File: src/rtl/pc_fetch_pkg.sv
// Core-wide fetch constants and the fetch FSM state type, shared with the next-PC unit.
package pc_fetch_pkg;

  localparam logic [31:0] FETCH_RESET_VECTOR = 32'hBFC0_0000;
  localparam logic [31:0] FETCH_HALT_ADDR    = 32'h0000_0000;

  typedef enum logic [1:0] {
    FETCH  = 2'd0,
    EXEC   = 2'd1,
    HALTED = 2'd2
  } fetch_state_t;

endpackage

File: src/rtl/pc_fetch.sv
// Architectural PC owner and instruction-memory fetch handshake, with MIPS delay-slot
// ordering of taken redirects and halt-on-fetch-from-HALT_ADDR.
module pc_fetch
  import pc_fetch_pkg::*;
#(
  parameter logic [31:0] RESET_VECTOR = FETCH_RESET_VECTOR,
  parameter logic [31:0] HALT_ADDR    = FETCH_HALT_ADDR
) (
  input  logic        clk,
  input  logic        reset,
  input  logic        clk_enable,
  output logic [31:0] instr_address,
  output logic        instr_read,
  input  logic [31:0] instr_readdata,
  input  logic        instr_waitrequest,
  output logic [31:0] pc,
  output logic [31:0] pc4,
  output logic [31:0] instruction,
  output logic        instr_valid,
  input  logic        stall,
  input  logic        redirect,
  input  logic [31:0] pc_next,
  output logic        active,
  output logic        addr_error
);

  fetch_state_t state_q, state_d;
  logic [31:0]  pc_q, pc_d;
  logic [31:0]  instruction_q, instruction_d;
  logic         pend_valid_q, pend_valid_d;
  logic [31:0]  pend_target_q, pend_target_d;
  logic         addr_error_q, addr_error_d;

  logic [31:0]  pc_plus4;
  logic [31:0]  retire_pc;

  assign pc_plus4  = pc_q + 32'd4;
  // A pending target means the instruction now retiring is the delay slot.
  assign retire_pc = pend_valid_q ? pend_target_q : pc_plus4;

  always_comb begin
    state_d       = state_q;
    pc_d          = pc_q;
    instruction_d = instruction_q;
    pend_valid_d  = pend_valid_q;
    pend_target_d = pend_target_q;
    addr_error_d  = addr_error_q;

    if (clk_enable) begin
      case (state_q)
        FETCH: begin
          if (!instr_waitrequest) begin
            instruction_d = instr_readdata;
            state_d       = EXEC;
          end
        end
        EXEC: begin
          if (!stall) begin
            pc_d = retire_pc;
            // A redirect raised by a delay-slot instruction is dropped.
            if (pend_valid_q) begin
              pend_valid_d = 1'b0;
            end else if (redirect) begin
              pend_valid_d  = 1'b1;
              pend_target_d = pc_next;
            end
            if (pend_valid_q && (retire_pc[1:0] != 2'b00)) begin
              addr_error_d = 1'b1;
              state_d      = HALTED;
            end else if (retire_pc == HALT_ADDR) begin
              state_d = HALTED;
            end else begin
              state_d = FETCH;
            end
          end
        end
        HALTED: begin
          state_d = HALTED;
        end
        default: begin
          state_d = HALTED;
        end
      endcase
    end
  end

  always_ff @(posedge clk) begin
    if (reset) begin
      state_q       <= FETCH;
      pc_q          <= RESET_VECTOR;
      instruction_q <= 32'd0;
      pend_valid_q  <= 1'b0;
      pend_target_q <= 32'd0;
      addr_error_q  <= 1'b0;
    end else begin
      state_q       <= state_d;
      pc_q          <= pc_d;
      instruction_q <= instruction_d;
      pend_valid_q  <= pend_valid_d;
      pend_target_q <= pend_target_d;
      addr_error_q  <= addr_error_d;
    end
  end

  assign instr_address = pc_q;
  assign pc            = pc_q;
  assign pc4           = pc_plus4;
  assign instruction   = instruction_q;
  assign addr_error    = addr_error_q;
  assign instr_read    = (state_q == FETCH);
  assign instr_valid   = (state_q == EXEC);
  assign active        = (state_q != HALTED);

endmodule
File: config.mk
export PLATFORM = sky130hd
export DESIGN_NAME = pc_fetch
export DESIGN_NICKNAME = d
export VERILOG_FILES = /design/src/rtl/pc_fetch_pkg.sv /design/src/rtl/pc_fetch.sv
export SDC_FILE = /design/constraint.sdc
export NUM_CORES = 1
export LEC_CHECK = 0
export CORE_ASPECT_RATIO = 0.6
export CORE_MARGIN = 1
export CORE_UTILIZATION = 44
export CTS_CLUSTER_DIAMETER = 120
export CTS_CLUSTER_SIZE = 14
export DETAILED_ROUTE_END_ITERATION = 10
export PLACE_DENSITY = 0.81
export SETUP_SLACK_MARGIN = 0.3
export SLEW_MARGIN = 20
export SYNTH_ARGS = -nofsm -noshare
export SYNTH_HDL_FRONTEND = slang
export SYNTH_SLANG_ARGS = --single-unit
export TNS_END_PERCENT = 100
File: constraint.sdc
create_clock -name clk -period 3.9 [get_ports clk]
set_clock_uncertainty 0.05 [all_clocks]
set_input_delay 0.39 -clock clk [delete_from_list [all_inputs] [get_ports clk]]
set_output_delay 0.39 -clock clk [all_outputs]
set_load 0.02 [all_outputs]
# After elaboration in Yosys (flattened, before gate mapping)

Index checks and enable logic that the tools add are counted.

Bits in writable memories: 0
Output and inout bits: 132
Bits in latches: 0
Register bits: 100
Memories kept: 0
Logic and storage cells: 31
Bits in read-only memories: 0

$add $sub $neg: 1
Muxes and demuxes: 8
Shift-type cells: 0
Multiply operators: 0
Divide/modulo/power cells: 0
Bitwise gates (word level): 3
Reduce and logical (&&, ||, !) cells: 9
Equality and inequality tests: 4
$lt $le $gt $ge: 0

Operators by type and width:

| cell                                           | count |
|---|---|
| adder 32 x 3 -> 32 bit (second input constant) | 1 |
| zero test 32 bit                               | 1 |
| two-way mux 32 bit                             | 1 |
| AND reduction 3 bit                            | 3 |
| two-way mux 2 bit                              | 4 |
| inequality test 2 bit (second input constant)  | 3 |
| AND reduction 5 bit                            | 1 |
| one-hot mux 2 bit (2 select lines)             | 1 |
| AND reduction 4 bit                            | 1 |
| inverter 1 bit                                 | 3 |
| == test 2 x 1 -> 1 bit (second input constant) | 1 |
| zero test 2 bit                                | 1 |
| two-way mux 1 bit                              | 2 |
| nonzero test 2 bit                             | 1 |
| logical AND 1 bit                              | 1 |

# Depth between registers and ports, before layout

Gate-level depths: netlist (run 1).

Depth after elaboration: 7
Depth in mapped cells: 9
Depth with buffers taken out: 8

# Least setup slack after synthesis (run 1)

No wires, ideal clock.

Path kind: register -> register
From: reg pc_q[2], in the netlist instr_address[2]
To: reg state_q[1]
Period minus slack after synthesis: 3.172 ns
Required time: 3.766 ns
Arrival: 3.038 ns
Stages on the path, launching flop included: 10
Setup slack: 0.728 ns
Buffers on the path: 1
Cells stage by stage: dfxtp_1 -> ha_1 -> nand4_1 -> or3_1 -> clkbuf_1 -> nor4_1 -> xor2_1 -> o31a_2 -> or4_1 -> o31ai_2

Cells in the longest elaborated chain, start to end: 7

Ends and longest elaborated chain:

| element                            | line           | RTL |
|---|---|---|
| start, declared                    | pc_fetch.sv:28 | `logic [31:0] pc_q, pc_d;` |
| start signal, assigned             | pc_fetch.sv:97 | `pc_q <= pc_d;` |
| adder 32 x 3 -> 32 bit             | pc_fetch.sv:37 | `assign pc_plus4 = pc_q + 32'd4;` |
| net pc4[30]                        | pc_fetch.sv:17 | `output logic [31:0] pc4,` |
| two-way mux 32 bit                 | pc_fetch.sv:39 | `assign retire_pc = pend_valid_q ? pend_target_q : pc_plus4;` |
| zero test 32 bit                   | pc_fetch.sv:70 | `end else if (retire_pc == HALT_ADDR) begin` |
| two-way mux 2 bit                  | pc_fetch.sv:70 |  |
| two-way mux 2 bit                  | pc_fetch.sv:67 | `if (pend_valid_q && (retire_pc[1:0] != 2'b00)) begin` |
| two-way mux 2 bit                  | pc_fetch.sv:58 | `if (!stall) begin` |
| one-hot mux 2 bit (2 select lines) | pc_fetch.sv:50 | `case (state_q)` |
| end signal, assigned               | pc_fetch.sv:96 | `state_q <= state_d;` |
| end, declared                      | pc_fetch.sv:27 | `fetch_state_t state_q, state_d;` |

The timed path passes the listed nets, and every way through them passes these cells. The select of a mux whose other input is x is not followed.
A chain may end at the register's enable or synchronous reset.

# Worst setup path in the final report (run 1)

From: reg pc_q[4], in the netlist instr_address[4]
To: out pc4[27]

Cells in the longest elaborated chain, start to end: 1

Ends and longest elaborated chain:

| element                | line |
|---|---|
| adder 32 x 3 -> 32 bit | pc_fetch.sv:37 |
| end, declared          | pc_fetch.sv:17 |

No other way between the ends.

==> out/results.md, run 1 <==
| Group | Quantity | This run |
|---|---|---|
| yosys | Avg Synthesized Cell Area | 7.511 um^2 |
| sta | Max Transition Viols Final | 0 |
| clock tree | Hold bufs inserted after CTS | 0 |
| run status | Result of the run | finished clean |
| setup path | Reg-to-reg critical path endpoint | state_q[1]$_SDFFE_PP0P_ |
| yosys | Top cell type's share of synthesized area | 40.02% |
| clock tree | Inserted Clock Buffers | 9 |
| yosys | Top flip-flop cell by instance count after synthesis | sky130_fd_sc_hd__dfxtp_1 |
| die | Number of rows created at floorplan | 29 |
| routing | Count of TritonRoute iterations in the first routing pass | 5 |
| yosys | Number of synthesized flops with an enable pin | 0 |
| clock tree | Number of sinks handled by clock tree synthesis | 100 |
| global routing | Maximum number of pins on one net before global-route repair | 101 |
| yosys | Biggest area consumer among synthesized cells | sky130_fd_sc_hd__dfxtp_1 |
| setup path | Cells traversed along the worst timing path | nand3_4 > or4_4 > nor4_2 > xor2_1 > clkdlybuf4s50_1 |
| sta | Setup total negative slack | 0 ns |
| global routing | Overall global routing resource usage | 29.90% |
| die | Core area | 10810 um^2 |
| layout | Layout Nets | 886 |
| global routing | Global route overflow | 0 |
| clock tree | Clock slew at the register clock pins of the worst setup and hold paths | 0.07 ns |
| setup path | Largest stage delay on the critical path | 0.67 ns |
| layout | Share of cells above drive strength 1 | 6.829% |
| sta | Max-slew headroom | 29.54% |
| die | Chip height | 84.59 um |
| setup path | Endpoint required time on the critical path | 3.46 ns |
| sta | Final hold vios | 0 |
| yosys | Unique cell type count in the Yosys netlist | 53 |
| pwr | Leakage | 2.552 nW |
| yosys | Number of cells produced by synthesis | 666 |
| pwr | Power density cells | 322.1 nW/um^2 |
| clock tree | Root Buffer Master | sky130_fd_sc_hd__clkbuf_16 |
| clock tree | Clock tree from TritonCTS | done |
| sta | Min cycle time layout | 3.452 ns |
| worst hold path | Hold wc startpoint | instruction[19]$_SDFFE_PP0P_ |
| pwr | Total power of the final layout | 2.335 mW |
| routing | DRC violation count after routing | 0 |
| die | Die outline area | 11810 um^2 |
| setup path | Maximum fanout encountered on the critical timing path | 11 |
| sta | F_max | 289.7 MHz |
| sta | Final cycle utilization of the critical path | 88.52% |
| die | Die X | 139.7 um |
| sta | Final setup viols | 0 |
| sta | Unrepaired setup endpoints after global routing | false |
| global routing | Vias in the first global route | 4859 |
| setup path | Reg2reg start | instr_address[3]$_SDFFE_PP0P_ |
| global routing | Global-route wire length before repair | 27.05 mm |
| worst hold path | Worst-case hold path end point | instruction[19]$_SDFFE_PP0P_ |
| setup path | CP top delay family | simple AND/OR/NAND/NOR gates |
| yosys | Yosys Warn Count | 0 |
| worst hold path | Worst Hold Path Cells | 2 |
| setup path | Arr. time, crit path | 3.01 ns |
| yosys | Share of flip-flops with an asynchronous set or reset | 0% |
| layout | Synthesis-to-layout area growth | 44.92% |
| layout | Post-route insts no fill | 959 |
| layout | Fillcell total | 915 |
| yosys | Net count after synthesis | 737 |
| die | Number of primary I/O pins | 202 |
| place | Area after DPL | 6888 um^2 |
| setup path | Number of cells on the worst reg-to-reg path | 10 |
| layout | Post-layout instance area | 7249 um^2 |
| place | Number of buffers added on ports | 201 |
| clock tree | Buffers inserted during post-CTS setup optimization | 0 |
| worst hold path | Classification of the worst-slack hold path | flop to flop |
| yosys | Share of the yosys chip area belonging to registers | 40.02% |
| routing | Count of vias placed by the detailed router | 5359 |
| routing | Remaining antenna violation count | 0 |
| die | Starting Density | 46.26% |
| routing | Total wire length after detailed routing | 17.70 mm |
| sta | Actual slew at the worst max-slew pin | 1.057 ns |
| setup path | Setup crit end kind | primary output |
| setup path | Critical-path cell with the highest stage delay | sky130_fd_sc_hd__clkdlybuf4s50_1 |
| setup path | Type of the worst setup path | flop to primary output |
| yosys | Dominant cells by area after synthesis | sky130_fd_sc_hd__dfxtp_1 40%, sky130_fd_sc_hd__nand2_1 12%, sky130_fd_sc_hd__a21oi_1 8.7% |
| sta | Worst Hold Margin | 0.4066 ns |
| clock tree | Worst-Skew Late Latency | 0.35 ns |
| yosys | Flops & latches, synth | 100 |
| routing | Routed wire length per instance | 18.45 um |
| place | Half-perimeter wire length after placement | 13.23 mm |
| routing | Drt initial violations | 483 |
| setup path | Worst path bufs/invs | 1 |
| clock tree | Number of buffers on the longest clock path | 2 |
| pwr | VDD IR max | 0.2767 mV |
| place | Gpl congestion | 0.8882 |
| yosys | Netlist Area Pre-Place | 5002 um^2 |
| place | Number of instances in the placed design | 942 |
| run | Max-Cap Viols | 0 |
| layout | ANT cells | 0 |
| routing | Vias per inst | 5.588 |
| setup path | Startpoint kind of the worst setup timing path | flop |
| setup path | Reg-to-reg slack, setup | 0.63 ns |
| global routing | Antenna violations before repair | 0 |
| clock tree | Htree depth | 3 |
## power by group
| part | total, mW | leakage, nW | switching [mW] | internal [mW] |
|---|---|---|---|---|
| logic | 0.346 | 1.59 | 0.172 | 0.173 |
| registers | 1.08 | 0.811 | 0.0307 | 1.05 |
| clock network | 0.911 | 0.147 | 0.440 | 0.471 |
| total | 2.34 | 2.55 | 0.643 | 1.69 |
## cells in the mapped netlist, drive strengths merged, types with 6 or more instances
master / instances
nand2: 164
dfxtp: 100
a21oi: 87
nor2: 51
buf: 41
clkbuf: 38
nand3: 19
o21ai: 13
xnor2: 12
xor2: 12
nand4: 11
nor4: 11
mux2i: 8
nand2b: 8
nor3: 7
inv: 6
o31ai: 6
## state kept, by name, indices dropped and copies added, names as in the netlist
name,cells
instruction,32
addr_error,1
pend_target_q,32
instr_address,32
pend_valid_q,1
state_q,2
## worst min-delay path, delay by kind of cell, from the launching register on
family / cells / cell delay [ns]
AND/OR/NAND/NOR: 1 / 0.05
AO/OA/AOI/OAI: 1 / 0.05
flip-flops: 1 / 0.31
## logic make-up (layout without fill, tap and decap cells)
kind of cell | count (synthesis) | after routing | share of synthesized area [%]
xor+xnor | 24 | 24 | 4.202
buf+inv | 86 | 240 | 9.104
simple gates | 302 | 302 | 27.24
flops | 100 | 100 | 40.02
mux | 11 | 11 | 2.276
fa+ha+maj | 1 | 1 | 0.2501
compound gates | 142 | 142 | 16.91
## cell type report
type,count,area [um^2],area share [%]
clock buffers,10,239.0,3.297
multi-input cells,480,2605,35.93
flip-flops and latches,100,2003,27.63
repair buffers,217,2133,29.43
inverters,7,26.28,0.3624
clock inverters,6,68.82,0.9493
well taps,139,173.9,2.399
## layout by cell type, fill, tap and decap left out, types with 6 or more instances in the layout
cell and n:
sky130_fd_sc_hd__nand2_1 164, sky130_fd_sc_hd__nand4_1 11, sky130_fd_sc_hd__dfxtp_1 99, sky130_fd_sc_hd__nor3_1 7
sky130_fd_sc_hd__mux2i_1 8, sky130_fd_sc_hd__nor4_1 6, sky130_fd_sc_hd__xnor2_1 12, sky130_fd_sc_hd__buf_4 15
sky130_fd_sc_hd__xor2_1 12, sky130_fd_sc_hd__inv_1 6, sky130_fd_sc_hd__clkbuf_16 9, sky130_fd_sc_hd__a21oi_1 87
sky130_fd_sc_hd__nand3_1 18, sky130_fd_sc_hd__nand2b_1 8, sky130_fd_sc_hd__clkdlybuf4s50_1 199, sky130_fd_sc_hd__o21ai_0 12
sky130_fd_sc_hd__nor2_1 51
## metal layers
| metal | vias up | global-route usage (%) | wire (um) |
|---|---|---|---|
| met1 | 2526 | 45.14 | 8345 |
| li1 | 2537 | - | - |
| met2 | 283 | 42.03 | 7181 |
| met4 | 0 | 3.497 | 96 |
| met5 | - | 0 | 0 |
| met3 | 13 | 9.355 | 2073 |
## metrics by stage
step	utilization, %	worst slack [ns]
after floorplan	-	0.7275
after CTS	66.77	0.3032
after detailed placement	63.70	0.5422
final	67.04	0.4479
after global routing	67.04	0.3239
after global placement	63.70	0.5847
## timing repair
| item | 4_1_cts | 5_1_grt |
|---|---|---|
| gates resized for setup | 5 | 5 |
| gates cloned | 0 | 0 |
| endpoints found under the setup margin | 5 | 11 |
## how the worst max path moves through the flow
stage	start	endpoint	slack, ns	cells past startpoint
3_3_place_gp	clk_enable	state_q[1]$_SDFFE_PP0P_	0.58	10
2_1_floorplan	instr_address[2]$_SDFFE_PP0P_	state_q[1]$_SDFFE_PP0P_	0.73	9
5_1_grt	instr_address[4]$_SDFFE_PP0P_	pc4[27]	0.32	5
3_5_place_dp	instr_address[2]$_SDFFE_PP0P_	state_q[1]$_SDFFE_PP0P_	0.54	8
6_report	instr_address[4]$_SDFFE_PP0P_	pc4[27]	0.45	5
4_1_cts	instr_address[2]$_SDFFE_PP0P_	pc4[27]	0.30	5
Power figures use the tool's default switching activity.
==> run 2: changes to the inputs <==
- ABC_CLOCK_PERIOD_IN_PS: unset -> 3900
==> results of run 2 <==
Final layout, timing and power as in run 1 (identical DEF).
==> run 3: changes to the inputs <==
- ABC_CLOCK_PERIOD_IN_PS: 3900 -> 3600
- clock period: 3.9 -> 3.6 ns (I/O delays scaled with it)
==> run 3 against run 2 <==
  * Register-to-register slack worse by 0.11 ns
  * Critical path type unchanged
  * Final area grew 0.66%
  * Die area did not move
  * Critical endpoint is now pc4[23]
  * Clock-buffer cell count is the same
  * Sequential share of layout area down 0.094 points
  * Non-clock buffer count grew 6
  * First-iteration DRC count is 5.4% lower
  * Worst hold slack worse by 0.0043 ns
==> out/results.md, run 3 (synthesis results as in run 1) <==
| Group | Quantity | This run | vs previous |
|---|---|---|---|
| layout | Most common library cell in the layout ignoring fill and taps | sky130_fd_sc_hd__clkdlybuf4s50_1 |  |
| routing | Routed wire length per instance | 18.80 um | +1.9% |
| setup path | Type of the worst setup path | flop to primary output |  |
| sta | F_max | 310.1 MHz |  |
| clock tree | Worst-Skew Late Latency | 0.35 ns | about the same |
| routing | Drt initial violations | 457 | -5.4% |
| die | Number of rows created at floorplan | 29 | unchanged |
| routing | Total wire length after detailed routing | 18.14 mm | +2.5% |
| sta | Min cycle time layout | 3.224 ns |  |
| setup path | Setup crit end kind | primary output |  |
| setup path | Largest stage delay on the critical path | 0.65 ns | -0.02 ns |
| run | Max-Cap Viols | 0 | unchanged |
| setup path | Cells traversed along the worst timing path | and4_1 > nand4_1 > nor2_2 > xnor2_1 > clkdlybuf4s50_1 |  |
| sta | Actual slew at the worst max-slew pin | 1.048 ns | -0.009091 ns |
| clock tree | Root Buffer Master | sky130_fd_sc_hd__clkbuf_16 |  |
| layout | Commonest non-fill, non-tap cells in the layout | 190 x sky130_fd_sc_hd__clkdlybuf4s50_1, 163 x sky130_fd_sc_hd__nand2_1, 94 x sky130_fd_sc_hd__dfxtp_1 |  |
| die | Die outline area | 11810 um^2 | unchanged |
| routing | Remaining antenna violation count | 0 | unchanged |
| place | Half-perimeter wire length after placement | 13.65 mm | +3.2% |
| routing | Routed met2 length | 7.336 mm | +2.2% |
| pwr | Leakage | 2.616 nW | +2.5% |
| die | Chip height | 84.59 um | unchanged |
| sta | Setup total negative slack | 0 ns | unchanged |
| setup path | Arr. time, crit path | 2.81 ns | -0.20 ns |
| worst hold path | Hold wc startpoint | instruction[19]$_SDFFE_PP0P_ |  |
| pwr | Proportion of total power due to net switching | 26.57% | -0.95 points |
| sta | Final cycle utilization of the critical path | 89.56% |  |
| sta | Max-slew headroom | 30.14% | +0.61 points |
| global routing | Overall global routing resource usage | 30.51% | +0.61 points |
| global routing | Maximum number of pins on one net before global-route repair | 101 | unchanged |
| routing | Count of vias placed by the detailed router | 5439 | +1.5% |
| clock tree | Clock slew at the register clock pins of the worst setup and hold paths | 0.07 ns | about the same |
| routing | Vias per inst | 5.636 | +0.86% |
| run status | Result of the run | finished clean |  |
| setup path | Worst path bufs/invs | 1 | unchanged |
| clock tree | Number of buffers on the longest clock path | 2 | unchanged |
| pwr | Power density cells | 353.3 nW/um^2 | +9.7% |
| routing | Detail Route met3 WL | 2.089 mm | +0.77% |
| die | Starting Density | 46.26% | unchanged |
| layout | ANT cells | 0 | unchanged |
| global routing | Global route overflow | 0 | unchanged |
| sta | Unrepaired setup endpoints after global routing | true |  |
| setup path | Reg2reg start | instr_address[3]$_SDFFE_PP0P_ |  |
| setup path | Maximum fanout encountered on the critical timing path | 9 | -2 |
| sta | Worst Hold Margin | 0.4023 ns | -0.004309 ns |
| pwr | Clock network power share | 40.3% | +1.3 points |
| clock tree | Hold bufs inserted after CTS | 0 | unchanged |
| routing | Uppermost layer routed | met4 |  |
| die | Die X | 139.7 um | unchanged |
| setup path | CP top delay family | simple AND/OR/NAND/NOR gates |  |
| sta | Max Transition Viols Final | 0 | unchanged |
| layout | Layout Nets | 892 | +0.68% |
| pwr | Comb power frac | 14.3% | -0.5 points |
| routing | Count of TritonRoute iterations in the first routing pass | 5 | unchanged |
| place | Number of buffers added on ports | 201 | unchanged |
| layout | Synthesis-to-layout area growth | 45.87% |  |
| setup path | Critical-path cell with the highest stage delay | sky130_fd_sc_hd__clkdlybuf4s50_1 |  |
| die | Number of primary I/O pins | 202 | unchanged |
| sta | Final setup viols | 0 | unchanged |
| routing | DRC violation count after routing | 0 | unchanged |
| routing | Routed met1 length | 8.629 mm | +3.4% |
| clock tree | Inserted Clock Buffers | 9 | unchanged |
| clock tree | Htree depth | 3 | unchanged |
| pwr | Design internal power | 1.893 mW | +12% |
| global routing | Global-route wire length before repair | 27.78 mm | +2.7% |
| pwr | Switching component of the power | 685.1 uW | +6.6% |
| sta | Final hold vios | 0 | unchanged |
| global routing | Vias in the first global route | 4886 | +0.56% |
| pwr | VDD IR max | 0.3024 mV | +9.3% |
| layout | Share of cells above drive strength 1 | 8.232% | +1.4 points |
| place | Gpl congestion | 0.9220 | +3.8% |
| clock tree | Number of sinks handled by clock tree synthesis | 100 | unchanged |
| setup path | Crit path from | instr_address[20]$_SDFFE_PP0P_ |  |
| pwr | Sequential Power Share | 45.4% | -0.8 points |
| worst hold path | Classification of the worst-slack hold path | flop to flop |  |
| setup path | Startpoint kind of the worst setup timing path | flop |  |
| setup path | Reg-to-reg slack, setup | 0.52 ns | -0.11 ns |
| clock tree | Clock tree from TritonCTS | done |  |
| setup path | Endpoint required time on the critical path | 3.19 ns | -0.27 ns |
| die | Core area | 10810 um^2 | unchanged |
| global routing | Antenna violations before repair | 0 | unchanged |
[run 3: path summary, 6_finish.rpt]
check	endpoint	cells after the start
worst max-delay path	pc4[23]	5
worst min-delay path	instruction[19]$_SDFFE_PP0P_	2
worst max register to register	state_q[1]$_SDFFE_PP0P_	9
worst min register to register	instruction[19]$_SDFFE_PP0P_	2
[run 3: power groups by stage]
stage               sequential (mW)  clock, mW  combinational (mW)
detailed placement             1.19          0               0.369
global placement               1.19          0               0.366
floorplan                      1.21          0               0.153
finish                         1.17       1.04               0.370
CTS                            1.17       1.05               0.368
global route                   1.17       1.08               0.395
[run 3: layout make-up]
cell class	count	area [um^2]
Multi-Input combinational cell	480	2601
Inverter	7	26.28
Tap cell	139	173.9
Clock buffer	10	239.0
Clock inverter	6	80.08
Fill cell	893	3516
Sequential cell	100	2009
Timing Repair Buffer	223	2167
[run 3: layer usage]
layer  vias up  track usage, %
li1       2550               -
met4         0           5.195
met5         -               0
met2       306           42.03
met1      2571           47.13
met3        12           7.986
[run 3: timing repair]
action,in CTS,in global routing
gates resized for setup,15,9
setup endpoints to repair,13,6
buffers inserted,1,0
pin swaps,1,0
[run 3: worst min-delay path: stages (launching register included)]
cell and delay (ns):
sky130_fd_sc_hd__dfxtp_1 0.31, sky130_fd_sc_hd__nand2_1 0.05, sky130_fd_sc_hd__a21oi_1 0.05
[run 3: metrics by stage]
step | utilization (%) | cells | power (mW) | worst slack, ns | area, um^2
final | 67.48 | 965 | 2.578 | 0.3757 | 7297
after global routing | 67.48 | 965 | 2.651 | 0.2733 | 7297
after CTS | 67.24 | 965 | 2.586 | 0.1948 | 7271
after detailed placement | 64.12 | 948 | 1.563 | 0.4369 | 6933
after global placement | 64.12 | 948 | 1.558 | 0.5557 | 6933
after floorplan | - | 666 | 1.366 | 0.4275 | 5002
